<file path="src/rtl/bist_ram.sv">
// Word-addressed RAM that clears itself to INIT_VALUE after every reset and
// offers stuck-at fault injection on the read path for BIST experiments.
module bist_ram #(
  parameter int                A_WIDTH    = 4,
  parameter int                WIDTH      = 4,
  parameter int                DEPTH      = 16,
  parameter logic [WIDTH-1:0]  INIT_VALUE = '0
) (
  input  logic                                          clk,
  input  logic                                          rst,
  input  logic                                          read,
  input  logic                                          write,
  input  logic [A_WIDTH-1:0]                            address,
  input  logic [WIDTH-1:0]                              data_in,
  input  logic                                          fault_en,
  input  logic [A_WIDTH-1:0]                            fault_addr,
  input  logic [((WIDTH > 1) ? $clog2(WIDTH) : 1)-1:0]  fault_bit,
  input  logic                                          fault_val,
  output logic [WIDTH-1:0]                              data_out,
  output logic                                          rd_valid,
  output logic                                          busy,
  output logic                                          err_addr,
  output logic                                          err_collision
);

  localparam int FB_W = (WIDTH > 1) ? $clog2(WIDTH) : 1;
  localparam logic [A_WIDTH:0]   DEPTH_W  = (A_WIDTH + 1)'(DEPTH);
  localparam logic [A_WIDTH-1:0] LAST_LOC = A_WIDTH'(DEPTH - 1);
  localparam logic [FB_W:0]      WIDTH_FB = (FB_W + 1)'(WIDTH);

  typedef enum logic {INIT, IDLE} state_t;

  state_t               state;
  state_t               next_state;
  logic [A_WIDTH-1:0]   counter;
  logic [WIDTH-1:0]     mem [DEPTH];
  logic                 in_range;
  logic                 do_read;
  logic                 do_write;
  logic                 collision;
  logic                 addr_err;
  logic [WIDTH-1:0]     rd_word;

  always_ff @(posedge clk) begin
    if (rst) state <= INIT;
    else     state <= next_state;
  end

  // Requests are only decoded in IDLE, so anything arriving during init is dropped.
  always_comb begin
    next_state = state;
    busy       = 1'b0;
    do_read    = 1'b0;
    do_write   = 1'b0;
    collision  = 1'b0;
    addr_err   = 1'b0;
    in_range   = {1'b0, address} < DEPTH_W;
    case (state)
      INIT: begin
        busy = 1'b1;
        if (counter == LAST_LOC) next_state = IDLE;
      end
      IDLE: begin
        collision = read && write;
        do_read   = read && !write && in_range;
        do_write  = write && !read && in_range;
        addr_err  = (read ^ write) && !in_range;
      end
      default: next_state = INIT;
    endcase
  end

  always_ff @(posedge clk) begin
    if (rst)                counter <= '0;
    else if (state == INIT) counter <= counter + 1'b1;
  end

  always_ff @(posedge clk) begin
    if (!rst) begin
      if (state == INIT) mem[counter] <= INIT_VALUE;
      else if (do_write) mem[address] <= data_in;
    end
  end

  // Fault overlay touches only the word being returned, never the array.
  always_comb begin
    rd_word = mem[address];
    if (fault_en && (address == fault_addr) && ({1'b0, fault_bit} < WIDTH_FB))
      rd_word[fault_bit] = fault_val;
  end

  always_ff @(posedge clk) begin
    if (rst) begin
      data_out      <= '0;
      rd_valid      <= 1'b0;
      err_addr      <= 1'b0;
      err_collision <= 1'b0;
    end else begin
      rd_valid      <= do_read;
      err_addr      <= addr_err;
      err_collision <= collision;
      if (do_read) data_out <= rd_word;
    end
  end

endmodule
</file>
<file path="config.mk">
export PLATFORM = sky130hd
export DESIGN_NAME = bist_ram
export DESIGN_NICKNAME = d
export VERILOG_FILES = /design/src/rtl/bist_ram.sv
export SDC_FILE = /design/constraint.sdc
export NUM_CORES = 1
export LEC_CHECK = 0
export CAP_MARGIN = 20
export CORE_MARGIN = 4
export CORE_UTILIZATION = 57
export CTS_CLUSTER_DIAMETER = 120
export DETAILED_ROUTE_END_ITERATION = 10
export MAX_ROUTING_LAYER = met4
export PLACE_DENSITY_LB_ADDON = 0.25
export SYNTH_ARGS = -nofsm -noshare
export SYNTH_HDL_FRONTEND = slang
export SYNTH_SLANG_ARGS = --single-unit
</file>
<file path="constraint.sdc">
create_clock -name clk -period 2.1 [get_ports clk]
set_input_delay 0.42 -clock clk [delete_from_list [all_inputs] [get_ports clk]]
set_output_delay 0.42 -clock clk [all_outputs]
set_load 0.005 [all_outputs]
</file>
==> impl_metrics.toml <==
[synth]
ys_seq_area_frac = 0.655
syn_avg_cell_area_um2 = 15.3
syn-cell-area_um2 = 3270
synth_cells = 213
synth-seq-cells = 75
yosysTopAreaCell = "edfxtp_1"
synth.distinct_cells = 43
syn_nets = 234
synth_edf_count = 64
ys.flop_type = "edfxtp_1"
synthArstFlopShare = 0
synth_area_leaders = "edfxtp_1 (59%), mux4_2 (9.6%), dfxtp_1 (6.7%)"
ys_warn_count = 0
yosys.area.top_type_share = 0.588

[clock_tree]
h-tree-depth = 3
cts_tree = "done"
hold_buffers = 0
cts-root-buf = "clkbuf_8"
cts.sinks = 75
post-cts-setup-buffers = 0
cts-resized-gates = 0
cts_buffers = 9
clock_latency_ns = 0.34
clock_path_buffers = 2
clk_pin_slew_ns = 0.08

[global_routing]
grt_use_total = 0.199
grt_overflow = 0
grt_pass1_vias = 2002
grt_pass1_wl_mm = 10.3
grt_max_degree = 17
grt_antenna_before_repair = 0

[drt]
dr.pass1.iters = 5
drcViolationCount = 0
wl_mm = 6.30
via_per_inst = 5.69
wl_per_cell_um = 18.1
antenna_left = 0
vias = 1980
drt_iter0_drc = 134

[timing]
min_period_ns = 2.03
setup_viol = 0
max_freq_mhz = 493
grt_setup_unrepaired = "false"
hold_violations = 0
post-route-period-util = 0.965
relSlewSlack = 0.621
report.final.slew_viol_count = 0
worstMarginPinSlew_ns = 0.568
fin_skew_ns = 0.0108
final.setup.tns_ns = 0

[flow_run]
max_cap_violations = 0

[setup_path]
path_cells = "clkdlybuf4s50_1 > buf_12 > mux4_2 > a22o_1 > a311oi_1 > o21ai_0"
path_class = "primary input to flop"
max_stage_delay_ns = 0.59
ff2ff_path_depth = 6
cp_slowest_cell = "clkdlybuf4s50_1"
worstPathRequired_ns = 2.33
cp_data_arrival_time_ns = 2.25
cp.depth = 6
path_delay_family = "buffers and inverters"
cp-start-kind = "primary input"
worst-path-buf-inv = 2
worstPathMaxFanout = 8
endpoint_kind = "flop"

[die]
rows = 27
die_y_um = 83.7
core_um2 = 5540
initial_core_util = 0.590
pin_count = 28
fp.dieW_um = 83.7
die_area_um2 = 7010

[layout]
final_layout_size_suffix_gt1_frac = 0.239
post_layout_nonfiller_instances = 348
nets = 292
num_antenna_cells = 0
syn_to_final_growth_pct = 23.5

[placement]
gp_congestion = 0.837
placed_cells = 332
port_buffers = 26
dp_hpwl_mm = 4.54

[power_and_ir_drop]
p_leak_nw = 1.33
powerDensity_nw_per_um2 = 759
peakVddDrop_mv = 0.581

[hold_path]
whs_path_depth = 2
hp-class = "flop to flop"

[status]
status = "complete, no violations"
==> stage by stage <==
stage / worst slack (ns) / util / hold slack (ns) / power, mW / cell area (um^2)
6_report: 0.0735 / 0.729 / 0.450 / 3.07 / 4040
5_1_grt: 0.0155 / 0.729 / 0.486 / 3.18 / 4040
4_1_cts: 0.0802 / 0.729 / 0.455 / 3.08 / 4040
3_5_place_dp: -0.290 / 0.689 / 0.444 / 1.89 / 3820
3_3_place_gp: -0.242 / 0.689 / 0.439 / 1.89 / 3820
2_1_floorplan: 0.311 / - / 0.446 / 1.79 / 3270
==> metal layers <==
metal / wire, um / vias up / share of wire / GRT usage
li1: - / 936 / - / -
met2: 3080 / 77 / 0.49 / 0.309
met3: 478 / 8 / 0.076 / 0.0573
met5: 0 / - / 0 / -
met1: 2670 / 959 / 0.42 / 0.258
met4: 72 / 0 / 0.011 / 0.0556
==> where the power goes <==
group          switching, mW  total, mW  leakage, nW  internal, mW
registers             0.0112       1.63        0.604          1.62
clock network          0.532       1.20        0.106         0.671
logic                  0.106      0.235        0.621         0.129
==> cell usage in the layout (no fill, tap or decap), drive strengths merged, types with 2 or more instances in the layout <==
cell and count:
edfxtp 64, buf 32, a22o 6, o21ai 6
a22oi 2, xor2 2, a311oi 3, a21oi 3
and2 8, nand2 12, clkinv 3, bufinv 2
clkdlybuf4s50 26, xnor2 5, clkbuf 10, inv 3
nor2b 8, mux4 16, nor2 25, nor3b 3
dfxtp 11, or2 2, nand3 2, a31oi 4
mux2i 2
==> path summary, 6_finish.rpt <==
| path | start | to | slack, ns |
|---|---|---|---|
| worst max register to register | state$_SDFF_PP0_ | mem[11][3]$_DFFE_PP_ | 0.30 |
| worst min register to register | data_out[2]$_SDFFE_PP0P_ | data_out[2]$_SDFFE_PP0P_ | 0.45 |
| worst min-delay path | data_out[2]$_SDFFE_PP0P_ | data_out[2]$_SDFFE_PP0P_ | 0.45 |
| worst max-delay path | address[1] | data_out[1]$_SDFFE_PP0P_ | 0.07 |
==> sequential cells by signal, indices dropped and copies added, names as in the netlist <==
signal         flops
data_out           4
err_collision      1
mem               64
state              1
rd_valid           1
counter            4
==> cell families after synthesis <==
logic type / after synthesis / synth area share
compound gates: 26 / 0.0578
mux: 19 / 0.122
buf+inv: 14 / 0.0272
fa+ha+maj: 1 / 0.00383
simple gates: 70 / 0.114
xor+xnor: 7 / 0.0188
other cells: 1 / 0.00115
flops: 75 / 0.655
==> cells in the mapped netlist, types with 2 or more instances <==
cell type and instances:
a22o_1 6, mux4_2 14, or2_2 2, dfxtp_1 11
nor3b_1 3, a311oi_1 2, nor2_1 25, and2_1 8
clkbuf_1 4, a22oi_1 2, xor2_1 2, a21oi_1 3
mux2i_1 2, edfxtp_1 64, nor2b_1 8, o21ai_1 2
xnor2_1 5, a31oi_1 4, nand2_1 12, inv_1 3
buf_2 2, nand3_1 2, buf_4 2, mux4_1 2
buf_6 2, o21ai_0 4
==> worst register-to-register path: cells and delay by family, from the launching register on <==
| kind | cells | cell delay [ns] |
|---|---|---|
| and+or+nand+nor | 3 | 0.70 |
| buffers and inverters | 2 | 0.35 |
| DFF | 1 | 0.32 |
| AOI/OAI and AO/OA | 1 | 0.16 |
==> cell type report <==
| class | count | area (um^2) |
|---|---|---|
| Multi-Input combinational cell | 124 | 1040 |
| Fill cell | 361 | 1500 |
| Clock buffer | 10 | 128 |
| Timing Repair Buffer | 58 | 538 |
| Clock inverter | 6 | 90.1 |
| Tap cell | 72 | 90.1 |
| Inverter | 3 | 11.3 |
| Sequential cell | 75 | 2140 |
Power figures use the tool's default switching activity.
==> RTL edit, RTL diff (config.mk and constraints unchanged) <==
Reset style: asynchronous (`rst`), changed in 3 clocked blocks.
--- a/src/rtl/bist_ram.sv
+++ b/src/rtl/bist_ram.sv
@@ -41,7 +41,7 @@
   logic                 addr_err;
   logic [WIDTH-1:0]     rd_word;
 
-  always_ff @(posedge clk) begin
+  always_ff @(posedge clk or posedge rst) begin
     if (rst) state <= INIT;
     else     state <= next_state;
   end
@@ -70,7 +70,7 @@
     endcase
   end
 
-  always_ff @(posedge clk) begin
+  always_ff @(posedge clk or posedge rst) begin
     if (rst)                counter <= '0;
     else if (state == INIT) counter <= counter + 1'b1;
   end
@@ -89,7 +89,7 @@
       rd_word[fault_bit] = fault_val;
   end
 
-  always_ff @(posedge clk) begin
+  always_ff @(posedge clk or posedge rst) begin
     if (rst) begin
       data_out      <= '0;
       rd_valid      <= 1'b0;
Check against the original RTL: same outputs for any inputs over 10 cycles, from zero or initial values and one cycle with rst high; that may be too few to reach the edited logic, so the function may still have changed.
==> RTL edit against the unedited design <==
Clock power fell by 11%. Sequential cell count did not move. Die area rose by 0.31%. Maximum frequency fell by 2.8%. Setup slack got worse by 0.059 ns. Total power fell by 4.0%. Synthesized area rose by 0.34%. Routed wire length rose by 3.5%. Cell area rose by 0.47%. Critical path type unchanged. Largest power group unchanged.
==> RTL edit: results (changes against the unedited design) <==
status=finished clean (unchanged); VDD IR max=0.506 mV (was 0.581 mV); nets@finish=283 (was 292); syn_nets=228 (was 234); Sw Pwr=0.637 mW (was 0.649 mW); post-DP HPWL=4870 um (was 4540 um); antenna violations before repair=0 (unchanged); Crit. Startpoint=address[0] (was address[1]); global-route wire length before repair=10400 um (was 10300 um); Seq/Total Area, Yosys=67.0% (was 65.5%); worst r2r path cells=6 (unchanged); ranking of synthesized cells by area=edfxtp_1, dfrtp_1, mux4_1 (was edfxtp_1, mux4_2, dfxtp_1); number of DRC markers in iteration 0=126 (was 134); top flop regs=mem (64), counter (4), data_out (4) (unchanged); HP Start=state$_DFF_PP0_ (was data_out[2]$_SDFFE_PP0P_); Unique masters post-synth=34 (was 43); top fanout value on the critical path=10 (was 8); syn avg cell area=15.8 sq um (was 15.3 sq um); number of global-route vias before repair=1977 (was 2002); latest clock arrival within the worst-skew pair=~0.35 ns; H-tree Lvls=3 (unchanged); R2R setup slack=0.15 ns (was 0.30 ns); Reg2Reg Capture Point=mem[14][1]$_DFFE_PP_ (was mem[11][3]$_DFFE_PP_); Final GP Congestion=0.827 (was 0.837); worst setup path end=data_out[2]$_DFFE_PP0P_ (was data_out[1]$_SDFFE_PP0P_); Finished Layout Cells=339 (was 348); Post-synth EDFFs=64 (unchanged); Detailed Routing Iterations Pass 1=5 (unchanged); antenna diode count=0 (unchanged); Critical Path AT=2.31 ns (was 2.25 ns); ratio of cells with drive above 1 in the final layout=28.5% (was 23.9%); largest net degree at the start of global routing=22 (was 17); Post-Place Cell Area=0.00382 sq mm (about the same); Vias/cell=5.69 (about the same); Leak Pwr=1.48 nW (was 1.33 nW); Port Buffers=26 (unchanged); Post-synth top cells=edfxtp_1, nor2_1, mux2_2, nand2_1, dfrtp_1 (was edfxtp_1, nor2_1, mux4_2, nand2_1, dfxtp_1); CP max stage delay=0.55 ns (was 0.59 ns); Slowest-stage cell, CP=mux4_1 (was clkdlybuf4s50_1); Clock Skew=0.0118 ns (was 0.0108 ns); Hold Path Class=reg -> reg (unchanged); setup ws final=0.0142 ns (was 0.0735 ns); Inst Count DP=323 (was 332); asr flop ratio synth=14.7% (was 0%); clk root buf=clkbuf_8 (unchanged); Tot GR Track Use=20.5% (was 19.9%); max_cap viols=0 (unchanged); total of warnings raised by yosys=0 (unchanged); filler cell count in the final layout=336 (was 361); relative slew slack=65.3% (was 62.1%); DR WL/cell=19.2 um (was 18.1 um); Reg-to-Reg Start=state$_DFF_PP0_ (was state$_SDFF_PP0_); clock-pin slew on the worst setup and hold paths=0.08 ns (about the same); CTS max path bufs=2 (unchanged); Setup WS pre-CTS=-0.329 ns (was -0.290 ns)
## RTL edit: worst min-delay path by stage
stage	endpoint	slack [ns]	cells after the start
2_1_floorplan	counter[0]$_DFFE_PP0N_	0.27	1
3_3_place_gp	state$_DFF_PP0_	0.51	2
6_report	state$_DFF_PP0_	0.54	2
4_1_cts	state$_DFF_PP0_	0.54	2
3_5_place_dp	state$_DFF_PP0_	0.52	2
5_1_grt	counter[3]$_DFFE_PP0N_	0.58	1
## RTL edit: worst max-delay path: cells and delay by family
kind | cells | cell delay [ns]
multiplexers | 2 | 0.83
buffers and inverters | 2 | 0.65
AO/OA/AOI/OAI | 2 | 0.41
## RTL edit: area by class of cell
class | count | area [sq um] | share of cell area, %
sequential | 75 | 2200 | 54.2
multi-input combinational | 118 | 1050 | 26.0
timing repair buffer | 54 | 508 | 12.5
clock buffer | 9 | 124 | 3.05
tap | 72 | 90.1 | 2.22
clock inverter | 7 | 67.6 | 1.67
inverter | 4 | 15.0 | 0.370
## RTL edit: routing by layer
metal	GRT usage [%]	wire length [um]	vias to the layer above	share of wire [%]
met1	25.7	2880	931	44
met3	5.82	323	18	5.0
met2	30.9	3120	70	48
met4	9.65	195	0	3.0
met5	-	0	-	0
li1	-	-	909	-
## RTL edit: through the flow
step | hold WS, ns | util, %
3_5_place_dp | 0.524 | 68.9
6_report | 0.536 | 73.2
4_1_cts | 0.543 | 72.4
2_1_floorplan | 0.272 | -
3_3_place_gp | 0.509 | 68.9
5_1_grt | 0.576 | 73.2
## RTL edit: power groups by stage
stage	clock network (mW)	logic, mW	registers, mW
detailed placement	0	0.244	1.66
global route	1.17	0.268	1.63
CTS	1.09	0.245	1.63
floorplan	0	0.116	1.66
global placement	0	0.239	1.66
finish	1.07	0.250	1.63
## RTL edit: cell families (layout without fill, tap and decap cells)
group | after synthesis | in the layout | share of synthesized area, %
other | 1 | 1 | 0.114
AND/OR/NAND/NOR | 64 | 64 | 9.96
buffers and inverters | 14 | 74 | 2.29
XOR/XNOR | 7 | 7 | 1.87
adder cells (fa/ha/maj) | 1 | 1 | 0.381
flip-flops | 75 | 75 | 67.0
multiplexers | 27 | 27 | 14.3
AO/OA/AOI/OAI | 18 | 18 | 4.12
## RTL edit: timing repair
action,in CTS,in global routing
endpoints found under the setup margin,0,59
gates resized for setup,0,12
buffers inserted,0,0
